## config.mk

```make
export PLATFORM = sky130hd
export DESIGN_NAME = z_group1_div
export DESIGN_NICKNAME = d
export VERILOG_FILES = /design/src/rtl/z_group1_div.sv
export SDC_FILE = /design/constraint.sdc
export NUM_CORES = 1
export LEC_CHECK = 0
export ABC_AREA = 1
export CAP_MARGIN = 20
export CORE_MARGIN = 2
export CORE_UTILIZATION = 50
export DETAILED_ROUTE_END_ITERATION = 8
export GPL_ROUTABILITY_DRIVEN = 0
export PLACE_DENSITY = 0.85
export SLEW_MARGIN = 20
export SYNTH_ARGS = -nofsm -noshare
export SYNTH_HDL_FRONTEND = slang
export SYNTH_SLANG_ARGS = --single-unit
export TNS_END_PERCENT = 30
```

## constraint.sdc

```tcl
create_clock -name clk -period 13.58 [get_ports clk]
set_input_delay 2.716 -clock clk [delete_from_list [all_inputs] [get_ports clk]]
set_output_delay 2.716 -clock clk [all_outputs]
set_load 0.02 [all_outputs]
```

## src/rtl/z_group1_div.sv

```systemverilog
// Unsigned restoring divider: a PSIZE-bit dividend divided by a BSIZE-bit divisor.
// One quotient bit per ce-enabled cycle, MSB first. Divide-by-zero and quotient overflow bypass the iteration.
module z_group1_div #(
    parameter int ASIZE = 33,
    parameter int BSIZE = 47,
    localparam int PSIZE = ASIZE + BSIZE
) (
    input  logic             clk,
    input  logic             rst,
    input  logic             ce,
    input  logic             start,
    input  logic [PSIZE-1:0] dividend,
    input  logic [BSIZE-1:0] divisor,
    output logic             busy,
    output logic             done,
    output logic [ASIZE-1:0] q,
    output logic [BSIZE-1:0] r,
    output logic             dz,
    output logic             ovf,
    output logic [1:0]       fsm_state
);

    // Handshake: start is sampled only while idle with ce=1. busy covers accept through the
    // done cycle, and done stays high until a ce-enabled edge leaves DONE.
    typedef enum logic [1:0] {
        IDLE = 2'd0,
        CALC = 2'd1,
        DONE = 2'd2
    } state_t;

    state_t           state;
    state_t           state_nx;
    logic             err;
    logic             last;
    logic [5:0]       cnt;
    logic [BSIZE:0]   rem;
    logic [ASIZE-1:0] qsh;
    logic [BSIZE-1:0] dvs;
    logic [BSIZE:0]   trial;
    logic [BSIZE+1:0] diff;
    logic             qbit;
    logic [BSIZE:0]   rem_nx;

    // A high part >= divisor means the quotient cannot fit in ASIZE bits.
    assign err  = (divisor == '0) || (dividend[PSIZE-1:ASIZE] >= divisor);
    assign last = (cnt == 6'd0);

    // A set MSB shifted out of the remainder forces a subtract.
    assign trial  = {rem[BSIZE-1:0], qsh[ASIZE-1]};
    assign diff   = {1'b0, trial} - {2'b00, dvs};
    assign qbit   = rem[BSIZE] | ~diff[BSIZE+1];
    assign rem_nx = qbit ? diff[BSIZE:0] : trial;

    assign busy      = (state != IDLE);
    assign done      = (state == DONE);
    assign fsm_state = state;

    always_ff @(posedge clk or posedge rst) begin
        if (rst) begin
            state <= IDLE;
        end else if (ce) begin
            state <= state_nx;
        end
    end

    always_comb begin
        state_nx = state;
        case (state)
            IDLE:    if (start) state_nx = err ? DONE : CALC;
            CALC:    if (last) state_nx = DONE;
            DONE:    state_nx = IDLE;
            default: state_nx = IDLE;
        endcase
    end

    always_ff @(posedge clk or posedge rst) begin
        if (rst) begin
            cnt <= '0;
            rem <= '0;
            qsh <= '0;
            dvs <= '0;
            q   <= '0;
            r   <= '0;
            dz  <= 1'b0;
            ovf <= 1'b0;
        end else if (ce) begin
            case (state)
                IDLE: begin
                    if (start) begin
                        cnt <= 6'(ASIZE - 1);
                        rem <= {1'b0, dividend[PSIZE-1:ASIZE]};
                        qsh <= dividend[ASIZE-1:0];
                        dvs <= divisor;
                        if (err) begin
                            q   <= '1;
                            r   <= '0;
                            dz  <= (divisor == '0);
                            ovf <= (divisor != '0);
                        end else begin
                            q   <= '0;
                            r   <= '0;
                            dz  <= 1'b0;
                            ovf <= 1'b0;
                        end
                    end
                end
                CALC: begin
                    rem <= rem_nx;
                    qsh <= {qsh[ASIZE-2:0], qbit};
                    if (last) begin
                        q <= {qsh[ASIZE-2:0], qbit};
                        r <= rem_nx[BSIZE-1:0];
                    end else begin
                        cnt <= cnt - 6'd1;
                    end
                end
                default: ;
            endcase
        end
    end

endmodule

```

* Yosys cells after proc, flatten, opt, wreduce, memory -nomap -nowiden *
Cells that the tools add are included.
Widths: inputs -> output; s select.

cells by class
  $add $sub $neg = 2
  $lt $le $gt $ge = 1
  equal/unequal tests = 5
  multiplexer cells = 21
  bitwise gates (word level) = 2
  reduce and logical (&&, ||, !) cells = 12

operators with widths
  kind                 count
  $mux 33              4
  $pmux 33 s2          2
  $mux 48              2
  $pmux 48 s2          1
  $mux 47              2
  $pmux 47 s2          1
  $sub 48x47->49       1
  $ge 47x47->1         1
  $logic_not 47->1     1
  $reduce_bool 47->1   1
  $mux 6               2
  $pmux 6 s2           1
  $reduce_and 3->1     3
  $reduce_and 4->1     2
  $logic_not 6->1      1
  $mux 2               3
  $ne 2x2->1 const B   3
  $sub 6x1->6 const B  1
  $pmux 2 s2           1
  $reduce_bool 2->1    2
  $eq 2x1->1 const B   1
  $eq 2x2->1 const B   1
  $logic_not 2->1      1
  $mux 1               2
  other kinds (3)      3

word-level totals
  register bits after elaboration = 218
  bits of input ports = 131
  output and inout bits = 86
  logic and storage cells = 52

* Depth between registers and ports, before layout *
Gate-level depths: netlist of run 1.

  depth after elaboration = 6
  mapped depth = 19
  depth with buffers taken out = 18

* Worst setup path after synthesis of run 1 *
OpenSTA, ideal clock, no wires.

  path type = input-to-reg
  start = input port divisor[34]
  end = register q[0]
  setup time = 137 ps
  data arrival time = 4166 ps
  required time = 13443 ps
  path slack = 9277 ps
  stages = 15
  path buffers = 1
  cell sequence = inv_1 ha_1 nand2_1 inv_1 nand2_1 nand2_1 nand2_1 nand3_1 nand2_1 nand2_1 a21oi_1 nand4_1 nand2_1 clkbuf_1 a21oi_1

on the way
  cells in the longest elaborated chain, start to end = 5
  elaborated cells on any way between the ends = 6
  classes of those cells = order compare (1); mux (3); reduce/logical (2)

ends and longest elaborated chain
  item                                              line  source
  start, declared                                   13    input logic [BSIZE-1:0] divisor,
  $ge 47x47->1 or $logic_not 47->1 (tied branches)  45    assign err = (divisor == '0) || (dividend[PSIZE-1:ASIZE] >= divisor);
  $logic_or 1x1->1 (*)                              45
  $mux 33 (*)                                       94    if (err) begin
  $mux 33 (*)                                       89    if (start) begin
  $pmux 33 s2 (*)                                   87    case (state)
  end signal, assigned                              111   q <= {qsh[ASIZE-2:0], qbit};
  end, declared                                     16    output logic [ASIZE-1:0] q,

Every way passes the cells marked *; elsewhere a longest branch is shown, timed or not. The select of a mux whose other input is x is not followed.
A chain may end at the register's enable or synchronous reset.

* Worst setup path in the final report of run 1 *
  start = input port ce
  end = register cnt[5]

on the way
  cells in the longest elaborated chain, start to end = 1

ends and longest elaborated chain
  item                        line  source
  start, declared             10    input logic ce,
  $reduce_and 4->1 (no line)  -
  end signal, assigned        90    cnt <= 6'(ASIZE - 1);
  end signal, assigned        114   cnt <= cnt - 6'd1;
  end, declared               35    logic [5:0] cnt;

No other way between the ends.

==> run_results.csv, run 1 <==
group,metric,value,unit
detailed_routing,ant_nets,0,
timing,grt_setup_unrepaired,"false",
timing,period_needed,5.47,ns
clocking,clk_pin_slew,0.06,ns
timing,skew,0.0155,ns
synth,synth_nets,2509,
synth,ys_warn_count,0,
detailed_routing,wl,45000,um
critical_path,crit_type,"input pin to register",
timing,setup_viol,0,
timing,period_share,0.403,
timing,tightest_slew,0.973,ns
run_status,status,"completed",
clocking,postCtsSetupBuffers,0,
detailed_routing,via_count,15700,
critical_path,path_max_fanout,49,
synth,synth_mux_area_frac,0,
grt,antenna_found_initial,0,
floorplan,dieArea,0.0319,mm^2
synth,synth_edf_count,0,
detailed_routing,dr.pass1.iters,8,
detailed_routing,via_per_inst,5.48,
grt,grt_max_degree,146,
floorplan,placementRows,63,
critical_path,reg2reg_depth,9,
grt,grt_pass1_wl,73000,um
critical_path,critPathRequiredTime,14.00,ns
power_and_ir_drop,p_leak,0.00937,uW
critical_path,crit_path_end_kind,"register",
timing,max-slew-margin-rel,0.347,
synth,syn_avg_cell_area,6.69,um^2
synth,synthTopCellsByArea,"dfrtp_1 36%, nand2_1 17%, inv_1 9.0%",
placed_design,hpwl,33500,um
clocking,cts_num_sinks,218,
floorplan,ioPinCount,217,
floorplan,die_h,179,um
cells_and_area,final_common_cell,"nand2_1",
critical_path,crit_chain,"clkdlybuf4s50_1 > inv_1 > o21ai_1 > inv_1 > nor2_4 > buf_12 > buf_4 > o21ai_0 > nor4_2 > nand3_1 > a21oi_1 > o21ai_1",
detailed_routing,drcViolationCount,0,
clocking,post_cts_resize_count,0,
synth,synth_compound_area_frac,0.136,
floorplan,core-area,0.0299,mm^2
detailed_routing,wl_per_cell,15.7,um
hold_path,worstHoldPathCells,1,
synth,syn_area,0.0153,mm^2
timing,setup_tns,0,ns
grt,track_usage,0.280,
cells_and_area,final_cell_count_no_fill,2859,
critical_path,slowest_stage,"buf_4",
critical_path,crit_family,"buffers and inverters",
synth,synth_top_family_by_area,"simple AND/OR/NAND/NOR gates",
detailed_routing,first_iter_violations,1371,
job,drv_cap,0,
hold_path,hold_path_class,"register to register",
cells_and_area,drive_gt1_frac,0.0486,
synth,syn-instance-count,2281,
grt,first_global_vias,15100,
synth,yosys.area.top_type_share,0.357,
timing,final_hold_viol_count,0,
clocking,hold_buffers,0,
synth,ys_types,36,
critical_path,worstSetupStartpointType,"input pin",
synth,seq_area_frac_synth,0.357,
grt,grt-ovfl-total,0,
power_and_ir_drop,power_density,280,mW/mm^2
critical_path,max_stage_delay,0.52,ns
critical_path,arrival,5.89,ns
clocking,cts_buffer_depth,3,
clocking,h-tree-depth,1,
floorplan,start_util,0.511,
cells_and_area,n_antenna_cell,0,
cells_and_area,nets,2680,
placed_design,dp_cells,2816,
synth,synth_xor_xnor_area_share,0.0132,
clocking,insertion_delay,0.54,ns
critical_path,worst-path-buf-inv,5,
timing,fmax,183,MHz
cells_and_area,fin_util,0.621,
floorplan,die_w,179,um
critical_path,cp.depth,12,
synth,ys_seq_elements,218,
synth,async_reset_ff_frac,1.00,
clocking,cts_tree,"done",
cells_and_area,final_cell_mix,"671 x nand2_1, 363 x inv_1, 218 x dfrtp_1, 216 x clkdlybuf4s50_1, 203 x a21oi_1",
clocking,root_buffer,"clkbuf_16",
cells_and_area,syn2layout_area_growth,21.5,%
synth,synth_top_area_cell,"dfrtp_1",
timing,finalMaxSlewViolations,0,
synth,synthAdderAreaFrac,0.0800,
power_and_ir_drop,ir_drop,0.000154,V
placed_design,numPortBuffers,216,
synth,synthFlopType,"dfrtp_1",
synth,synth-simple-area-share,0.296,
clocking,numCtsBuffers,23,
[routing by layer]
| metal | wire length, um | global-route usage | share of wire |
|---|---|---|---|
| met3 | 4020 | 0.0471 | 0.089 |
| met5 | 0 | 0 | 0 |
| met2 | 20200 | 0.450 | 0.45 |
| met4 | 2080 | 0.116 | 0.046 |
| met1 | 18700 | 0.376 | 0.42 |
[layout make-up]
type                       count  area (um^2)
multi-input combinational   1599         8050
inverter                     384         1450
clock buffer                  27          621
fill                        2607        11300
timing repair buffer         226         2270
sequential                   218         5460
clock inverter                15          215
tap                          390          488
[where the power goes]
group	total, uW	internal [uW]	switching (uW)	leakage (uW)
Clock	696	409	286	0.000411
Combinational	3360	1180	2170	0.00630
Sequential	1140	954	182	0.00266
Total	5190	2550	2640	0.00937
[state kept, by name (all words and copies together) (netlist names)]
signal,cells
qsh,33
fsm_state,2
cnt,6
rem,48
r,47
ovf,1
dz,1
q,33
dvs,47
[through the flow]
stage / power (uW) / hold WS, ns / area, um^2 / setup slack [ns]
global route: 5640 / 0.510 / 18500 / 7.78
floorplan: 3500 / 0.446 / 15300 / 4.90
global placement: 4310 / 0.463 / 17700 / 7.28
CTS: 5140 / 0.488 / 18500 / 7.75
finish: 5190 / 0.486 / 18500 / 8.11
detailed placement: 4410 / 0.476 / 17700 / 7.21
[final timing paths]
check                          to         start  slack, ns
max in group asynchronous   r[11]           rst       9.83
min in group asynchronous   r[34]           rst       2.54
setup / recovery           cnt[5]            ce       8.11
setup reg to reg            q[29]  fsm_state[0]       9.63
hold / removal             cnt[5]        cnt[5]       0.49
hold reg to reg            cnt[5]        cnt[5]       0.49
[logic make-up (layout without fill, tap and decap cells)]
group | Yosys count | in the layout
buffers and inverters | 464 | 652
AND/OR/NAND/NOR | 1079 | 1079
adder cells (fa/ha/maj) | 97 | 97
AO/OA/AOI/OAI | 400 | 400
flip-flops | 218 | 218
XOR/XNOR | 23 | 23
[cell usage after synthesis, types with 3 or more instances]
cell      number
a21oi_1      203
a21oi_2       11
buf_1         11
buf_2         12
buf_6          3
clkbuf_1      52
dfrtp_1      218
ha_1          96
inv_1        365
inv_2         17
nand2_1      673
nand2_2       23
nand2_4        3
nand3_1      104
nand3b_1      38
nand4_1       23
nor2_1       189
nor2_2         6
nor3_1        13
nor4_1         4
o21a_1         3
o21ai_0      135
o21ai_1       40
o21bai_1       3
xnor2_1       23
Note: power is estimated with default switching activity, not from simulation.
==> inputs of run 2 (changes only) <==
--- a/config.mk
+++ b/config.mk
@@ -11,7 +11,7 @@
 export CORE_UTILIZATION = 50
 export DETAILED_ROUTE_END_ITERATION = 8
 export GPL_ROUTABILITY_DRIVEN = 0
-export PLACE_DENSITY = 0.85
+export PLACE_DENSITY = 0.88
 export SLEW_MARGIN = 20
 export SYNTH_ARGS = -nofsm -noshare
 export SYNTH_HDL_FRONTEND = slang
==> constraint.sdc (replaced) <==
create_clock -name clk -period 4.65 [get_ports clk]
set_input_delay 0.93 -clock clk [delete_from_list [all_inputs] [get_ports clk]]
set_output_delay 0.93 -clock clk [all_outputs]
set_load 0.02 [all_outputs]
==> run 2 against run 1 <==
Critical path depth rose by 6. Clock power rose to 2.9 times the previous value. Worst setup slack got worse by 6.6 ns. Non-clock buffer count rose by 6. Global-route usage rose by 0.69 points. First-iteration DRC count rose by 18%. Clock skew rose by 0.0068 ns. Critical endpoint is now r[42].
==> run_results.csv, run 2 (synthesis gave the netlist of run 1 again) <==
group,metric,value,unit
floorplan,placementRows,63,
cells_and_area,top_register,"rem",
timing,setup_tns,0,ns
critical_path,critPathRequiredTime,5.03,ns
critical_path,arrival,3.54,ns
clocking,cts_tree,"done",
timing,skew,0.0223,ns
hold_path,worstHoldStart,"cnt[5]",
timing,final_hold_viol_count,0,
grt,antenna_found_initial,0,
floorplan,die_w,179,um
clocking,clk_pin_slew,0.06,ns
cells_and_area,fillers,2580,
cells_and_area,final_cell_mix,"672 x nand2_1, 364 x inv_1, 218 x dfrtp_1, 216 x clkdlybuf4s50_1, 203 x a21oi_1",
floorplan,die_h,179,um
critical_path,r2r_start,"qsh[32]",
detailed_routing,ant_nets,0,
run_status,status,"completed",
detailed_routing,first_iter_violations,1622,
placed_design,dp_cells,2823,
floorplan,core-area,0.0299,mm^2
detailed_routing,wl_per_cell,16.1,um
cells_and_area,nets,2688,
grt,grt-ovfl-total,0,
cells_and_area,final_cell_count_no_fill,2869,
cells_and_area,final_common_cell,"nand2_1",
timing,period_share,0.679,
job,drv_cap,0,
clocking,root_buffer,"clkbuf_16",
critical_path,rrSetupSlack,1.49,ns
grt,first_global_vias,15300,
power_and_ir_drop,p_leak,0.00940,uW
clocking,postCtsSetupBuffers,0,
hold_path,hold_path_class,"register to register",
grt,grt_pass1_wl,74800,um
clocking,numCtsBuffers,25,
floorplan,dieArea,0.0319,mm^2
timing,max-slew-margin-rel,0.328,
grt,grt_max_degree,90,
timing,finalMaxSlewViolations,0,
critical_path,reg2reg_depth,18,
hold_path,worstHoldPathCells,1,
clocking,cts_buffer_depth,3,
clocking,post_cts_resize_count,0,
hold_path,hold_path_end,"cnt[5]",
critical_path,crit_path_end_kind,"register",
timing,tightest_slew,1.01,ns
clocking,h-tree-depth,1,
placed_design,numPortBuffers,216,
detailed_routing,via_per_inst,5.50,
floorplan,start_util,0.511,
cells_and_area,n_antenna_cell,0,
timing,grt_setup_unrepaired,"false",
detailed_routing,via_count,15800,
cells_and_area,largest_reg_flops,48,
detailed_routing,drcViolationCount,0,
critical_path,worstSetupStartpointType,"register",
grt,track_usage,0.287,
timing,period_needed,3.16,ns
placed_design,hpwl,34500,um
power_and_ir_drop,ir_drop,0.000377,V
detailed_routing,wl,46100,um
detailed_routing,dr.pass1.iters,8,
clocking,insertion_delay,0.55,ns
timing,setup_viol,0,
clocking,hold_buffers,0,
critical_path,crit_type,"register to register",
power_and_ir_drop,power_density,819,mW/mm^2
cells_and_area,syn2layout_area_growth,21.8,%
floorplan,ioPinCount,217,
critical_path,r2r-end,"r[42]",
clocking,cts_num_sinks,218,
timing,fmax,317,MHz
cells_and_area,largestRegisters,"rem: 48 flops, dvs: 47 flops, r: 47 flops",
critical_path,path_max_fanout,50,
cells_and_area,drive_gt1_frac,0.0516,
## run 2: cell types whose count changed in the layout (fill, tap and decap cells not counted), moves of 2 or more
cell        before  now
clkinvlp_4       1    3
clkbuf_8         3    5
clkbuf_16       23   25
bufinv_16        4    2
buf_4            8   14
## run 2: worst max-delay path by stage
stage,from,slack [ns],end
6_report,qsh[32],1.49,r[42]
3_5_place_dp,divisor[26],1.03,q[12]
4_1_cts,qsh[32],1.50,r[42]
5_1_grt,qsh[32],1.25,r[42]
3_3_place_gp,divisor[19],1.13,q[8]
2_1_floorplan,rst,0.88,cnt[0]
## run 2: per-stage QoR
step           cell area, um^2  total power (uW)  setup WS, ns  hold WS (ns)   util
6_report                 18600             15200          1.49         0.486  0.622
5_1_grt                  18600             16600          1.25         0.504  0.622
4_1_cts                  18600             15000          1.50         0.481  0.622
3_5_place_dp             17700             12900          1.03         0.471  0.594
3_3_place_gp             17700             12600          1.13         0.465  0.594
2_1_floorplan            15300             10200         0.880         0.446      -
## run 2: final cells by class
type                    instances  area, um^2  share of cell area
clock inverters                14         151             0.00814
inverters                     384        1450              0.0777
well taps                     390         488              0.0262
repair buffers                232        2310               0.124
multi-input cells            1599        8040               0.433
flip-flops and latches        218        5460               0.293
clock buffers                  32         702              0.0378
## run 2: critical path, stage by stage (launching register included)
cell and delay (ns):
dfrtp_1 0.36, inv_1 0.10, ha_1 0.16, inv_1 0.09, fa_1 0.48, nand2_1 0.12, nand2_1 0.06, nand3b_1 0.11
nand2_2 0.10, nand2_1 0.09, nand2_2 0.09, nand2_2 0.09, nand2_2 0.08, nand2_4 0.09, nand2_4 0.30, nand2_4 0.37
nand2_1 0.09, nand2_1 0.12, o21ai_0 0.11
## run 2: where the power goes
group | switching [uW] | internal [uW] | leakage [uW]
sequential | 527 | 2790 | 0.00266
combinational | 6400 | 3460 | 0.00633
clock | 851 | 1190 | 0.000421
total | 7780 | 7440 | 0.00940
## run 2: layer usage
| metal | track usage | vias up | share of wire |
|---|---|---|---|
| met2 | 0.472 | 802 | 0.46 |
| met3 | 0.0505 | 145 | 0.093 |
| li1 | - | 7516 | - |
| met4 | 0.0996 | 0 | 0.036 |
| met1 | 0.382 | 7323 | 0.41 |
| met5 | 0 | - | 0 |
==> edit 1, RTL diff (config.mk and constraints of run 2) <==
`ASIZE`: 33 -> 66.
--- a/src/rtl/z_group1_div.sv
+++ b/src/rtl/z_group1_div.sv
@@ -3,3 +3,3 @@
 module z_group1_div #(
-    parameter int ASIZE = 33,
+    parameter int ASIZE = 66,
     parameter int BSIZE = 47,
Ports: changed (resized dividend and q); port bits go from 217 to 283. The function was not compared with the original's and may differ.
==> edit 1 against run 2 <==
Design area rose by 21%; largest power group unchanged; non-clock buffer count rose by 69; synthesized cell count rose by 13%; power rose by 20%; synthesized area rose by 19%; worst setup slack got worse by 260 ps; via count rose by 16%; sequential cell count rose by 66; wire length rose by 25%; count of clock-buffer cells in the layout rose by 18.
==> edit 1: results <==
[synthesis]
synth-xor-area-share_pct = 1.111
syn_nets = 2833
yosys-top-cells-count = nand2_1 (754), inv_1 (405), dfrtp_1 (284)
synth.distinct_cells = 37

[drt]
dr.first_iter.drc_count = 1577
first_pass_iters = 7
routed.top_layer = met5
drt-met1-wl_mm = 22.00
met3_length_mm = 6.014

[timing]
final.setup_skew_ps = 25.38
max_slew_margin_pct = 28.46

[layout]
fin_nets = 3062
reg_top3 = q (66), qsh (66), rem (48)
drive_above_1_share_pct = 3.751

[global_routing]
grt_usage_pct = 30.05
grt_max_degree = 110
antenna_found_initial = 4
grt_pass1_wl_mm = 92.67

[setup_path]
worst-endpoint-arrival_ps = 3860
cp_max_fo = 66
regToRegSetupSlack_ps = 1250
cp_slowest_cell = clkdlybuf4s50_1

[pwr]
leakagePower_nw = 11.14
combinationalPower_w = 0.0111
p_sw_w = 0.008974
seqPwrFrac_pct = 24.2

[place]
portBuffers = 282
hpwlAfterDp_mm = 41.96

[outcome]
outcome = complete, no violations

[clock_network]
cts_buffers = 34
-- edit 1: path summary, 6_finish.rpt --
| kind | from | endpoint |
|---|---|---|
| min | cnt[3] | cnt[3] |
| max in group asynchronous | rst | q[14] |
| min reg2reg | cnt[3] | cnt[3] |
| max reg2reg | qsh[65] | r[36] |
| max | divisor[44] | q[45] |
| min in group asynchronous | rst | q[46] |
-- edit 1: cell type report --
class	count	share of cell area [%]
Sequential cell	284	31.71
Inverter	411	6.905
Tap cell	461	2.573
Timing Repair Buffer	301	13.45
Clock buffer	50	4.510
Multi-Input combinational cell	1769	40.25
Clock inverter	11	0.6029
-- edit 1: layer usage --
| metal | track usage [%] | vias up |
|---|---|---|
| met5 | 0 | - |
| met4 | 11.91 | 6 |
| met3 | 7.687 | 166 |
| met2 | 50.22 | 996 |
| met1 | 37.28 | 8572 |
| li1 | - | 8626 |
-- edit 1: stage by stage --
| step | TNS (ps) | cells | worst slack [ps] | total power, W | area, sq um |
|---|---|---|---|---|---|
| 2_1_floorplan | -12290 | 2572 | -43.26 | 0.01193 | 18140 |
| 3_3_place_gp | 0 | 3226 | 862.1 | 0.01491 | 21270 |
| 3_5_place_dp | 0 | 3226 | 828.8 | 0.01525 | 21270 |
| 4_1_cts | 0 | 3287 | 1263 | 0.01811 | 22410 |
| 5_1_grt | 0 | 3287 | 945.4 | 0.01966 | 22410 |
| 6_report | 0 | 3287 | 1227 | 0.01829 | 22410 |
-- edit 1: cell families (layout without fill, tap and decap cells) --
logic type	after synthesis	in the layout
XOR/XNOR	23	23
adder cells (fa/ha/maj)	97	97
buffers and inverters	519	773
flip-flops	284	284
AO/OA/AOI/OAI	533	533
AND/OR/NAND/NOR	1116	1116
==> edit 2, RTL diff (config.mk and constraints of run 2) <==
Without the edit above. Make the reset (`rst`) synchronous in 2 clocked blocks.
--- a/src/rtl/z_group1_div.sv
+++ b/src/rtl/z_group1_div.sv
@@ -57,3 +57,3 @@
 
-    always_ff @(posedge clk or posedge rst) begin
+    always_ff @(posedge clk) begin
         if (rst) begin
@@ -75,3 +75,3 @@
 
-    always_ff @(posedge clk or posedge rst) begin
+    always_ff @(posedge clk) begin
         if (rst) begin
Behaviour: differs if rst is asserted again (counterexample within 4 cycles, from zero or initial values and one cycle with rst high); with rst held inactive, the same outputs for 4 cycles.
==> edit 2 against run 2 <==
Worst setup slack got worse by 150 ps; design area decreased by 3.0%; die area shrank 3.1%; fmax is 4.5% lower; via count up 3.0%; first-iteration DRC count up 2.3%; count of clock-buffer cells in the layout down 3; worst hold slack worse by 21 ps; wire length up 4.8%; synthesized area down 3.2%; synthesized cell count increased by 1.5%; sequential cell count unchanged; critical endpoint is now r[46].
Power is not compared: it rests on default switching activity, and its combinational part moved more than twofold at a synthesized area within 25%.
==> edit 2: results <==
[synthesis]
ys_warn_count = 0
synth_area_leaders = dfxtp_1 (30%), nand2_1 (16%), a21oi_1 (10%)
synth.distinct_cells = 41
yosys-top-cells-count = nand2_1 (624), inv_1 (334), a21oi_1 (296)
syn_nets = 2544
synth_edf_count = 0
synthArstFlopShare_pct = 0
ys.flop_type = dfxtp_1
yosysSeqAreaShare_pct = 29.54

[drt]
vias_per_cell = 5.658
first_pass_iters = 8
dr.first_iter.drc_count = 1659
finalWirelength_mm = 48.30

[timing]
final.setup_skew_ps = 14.39
worstMarginPinSlew_ps = 988.3
holdWs_ps = 464.7

[clock_network]
cts_buffers = 25
insertion_delay_ps = 530
cts_buffer_depth = 3
ctsResizeCount = 0
clk_pin_slew_ps = 70
cts_setup_buffers = 0
htreeDepth = 1
cts-root-buf = clkbuf_16

[outcome]
outcome = complete, no violations

[min_path]
min_path_type = reg -> reg
whs_endpoint = r[6]
worstHoldStart = r[6]
min_path_cells = 2

[global_routing]
grt_pass1_wl_mm = 77.17
grt_max_degree = 96
grt_usage_pct = 30.40
antenna_found_initial = 2
grt-ovfl-total = 0
grt_pass1_vias = 15780

[setup_path]
regToRegSetupSlack_ps = 1340
cp_slowest_cell = fa_1
r2r_cells = 18
r2r-end = r[46]
regToRegStartpoint = qsh[32]
worst-endpoint-arrival_ps = 3700
cpPeakStageDelay_ps = 440
cp_max_fo = 51

[layout]
diodes = 0
fillCellCount = 2499
fin_nets = 2700
drive_above_1_share_pct = 5.261
reg_top3 = rem (48), dvs (47), r (47)

[place]
hpwlAfterDp_mm = 35.20
portBuffers = 216

[pwr]
vdd_drop_max_mv = 0.2984
p_sw_w = 0.002903
leakagePower_nw = 8.291
edit 2: kinds of logic after synthesis:
family / share of synthesized area, %
fa+ha+maj: 8.266
simple gates: 30.00
xor+xnor: 1.423
buf+inv: 11.70
compound gates: 19.06
flops: 29.54
edit 2: metal layers:
metal	up-vias	part of all wire, %	global-route usage [%]
li1	7852	-	-
met1	7353	39	37.33
met2	916	45	50.25
met3	139	11	7.554
met4	2	4.2	13.81
met5	-	0.033	0
edit 2: layout make-up:
class	count	area share [%]
clock buffer	29	3.607
inverter	340	7.082
timing repair buffer	235	12.82
sequential	218	24.19
multi-input combinational	1652	48.23
clock inverter	16	1.408
tap	384	2.664
edit 2: worst max-delay path: cells and delay by family, from the launching register on:
| family | cells | cell delay [ps] |
|---|---|---|
| fa+ha+maj | 2 | 580 |
| simple gates | 13 | 2010 |
| compound gates | 1 | 80 |
| buf+inv | 2 | 160 |
| flops | 1 | 310 |
edit 2: worst max-delay path by stage:
stage | to | slack (ps) | from
after floorplan | q[0] | 2120 | divisor[22]
after global placement | q[16] | 1060 | divisor[30]
after detailed placement | q[25] | 970 | divisor[30]
after CTS | r[34] | 1390 | qsh[32]
after global routing | r[34] | 1080 | qsh[32]
final | r[46] | 1340 | qsh[32]
edit 2: power by group through the flow:
| stage | Sequential (W) | Clock [W] | Combinational, W |
|---|---|---|---|
| 2_1_floorplan | 0.00222 | 0 | 0.00199 |
| 3_3_place_gp | 0.00219 | 0 | 0.00278 |
| 3_5_place_dp | 0.00219 | 0 | 0.00284 |
| 4_1_cts | 0.00216 | 0.00219 | 0.00286 |
| 5_1_grt | 0.00218 | 0.00227 | 0.00324 |
| 6_report | 0.00217 | 0.00218 | 0.00294 |
edit 2: through the flow:
step / total power [W] / setup WS (ps) / std cells / area (sq um)
6_report: 0.007280 / 1342 / 2874 / 18040
5_1_grt: 0.007691 / 1078 / 2874 / 18040
3_5_place_dp: 0.005033 / 974.6 / 2829 / 17130
4_1_cts: 0.007214 / 1387 / 2874 / 18040
3_3_place_gp: 0.004967 / 1059 / 2829 / 17130
2_1_floorplan: 0.004214 / 2116 / 2316 / 14770
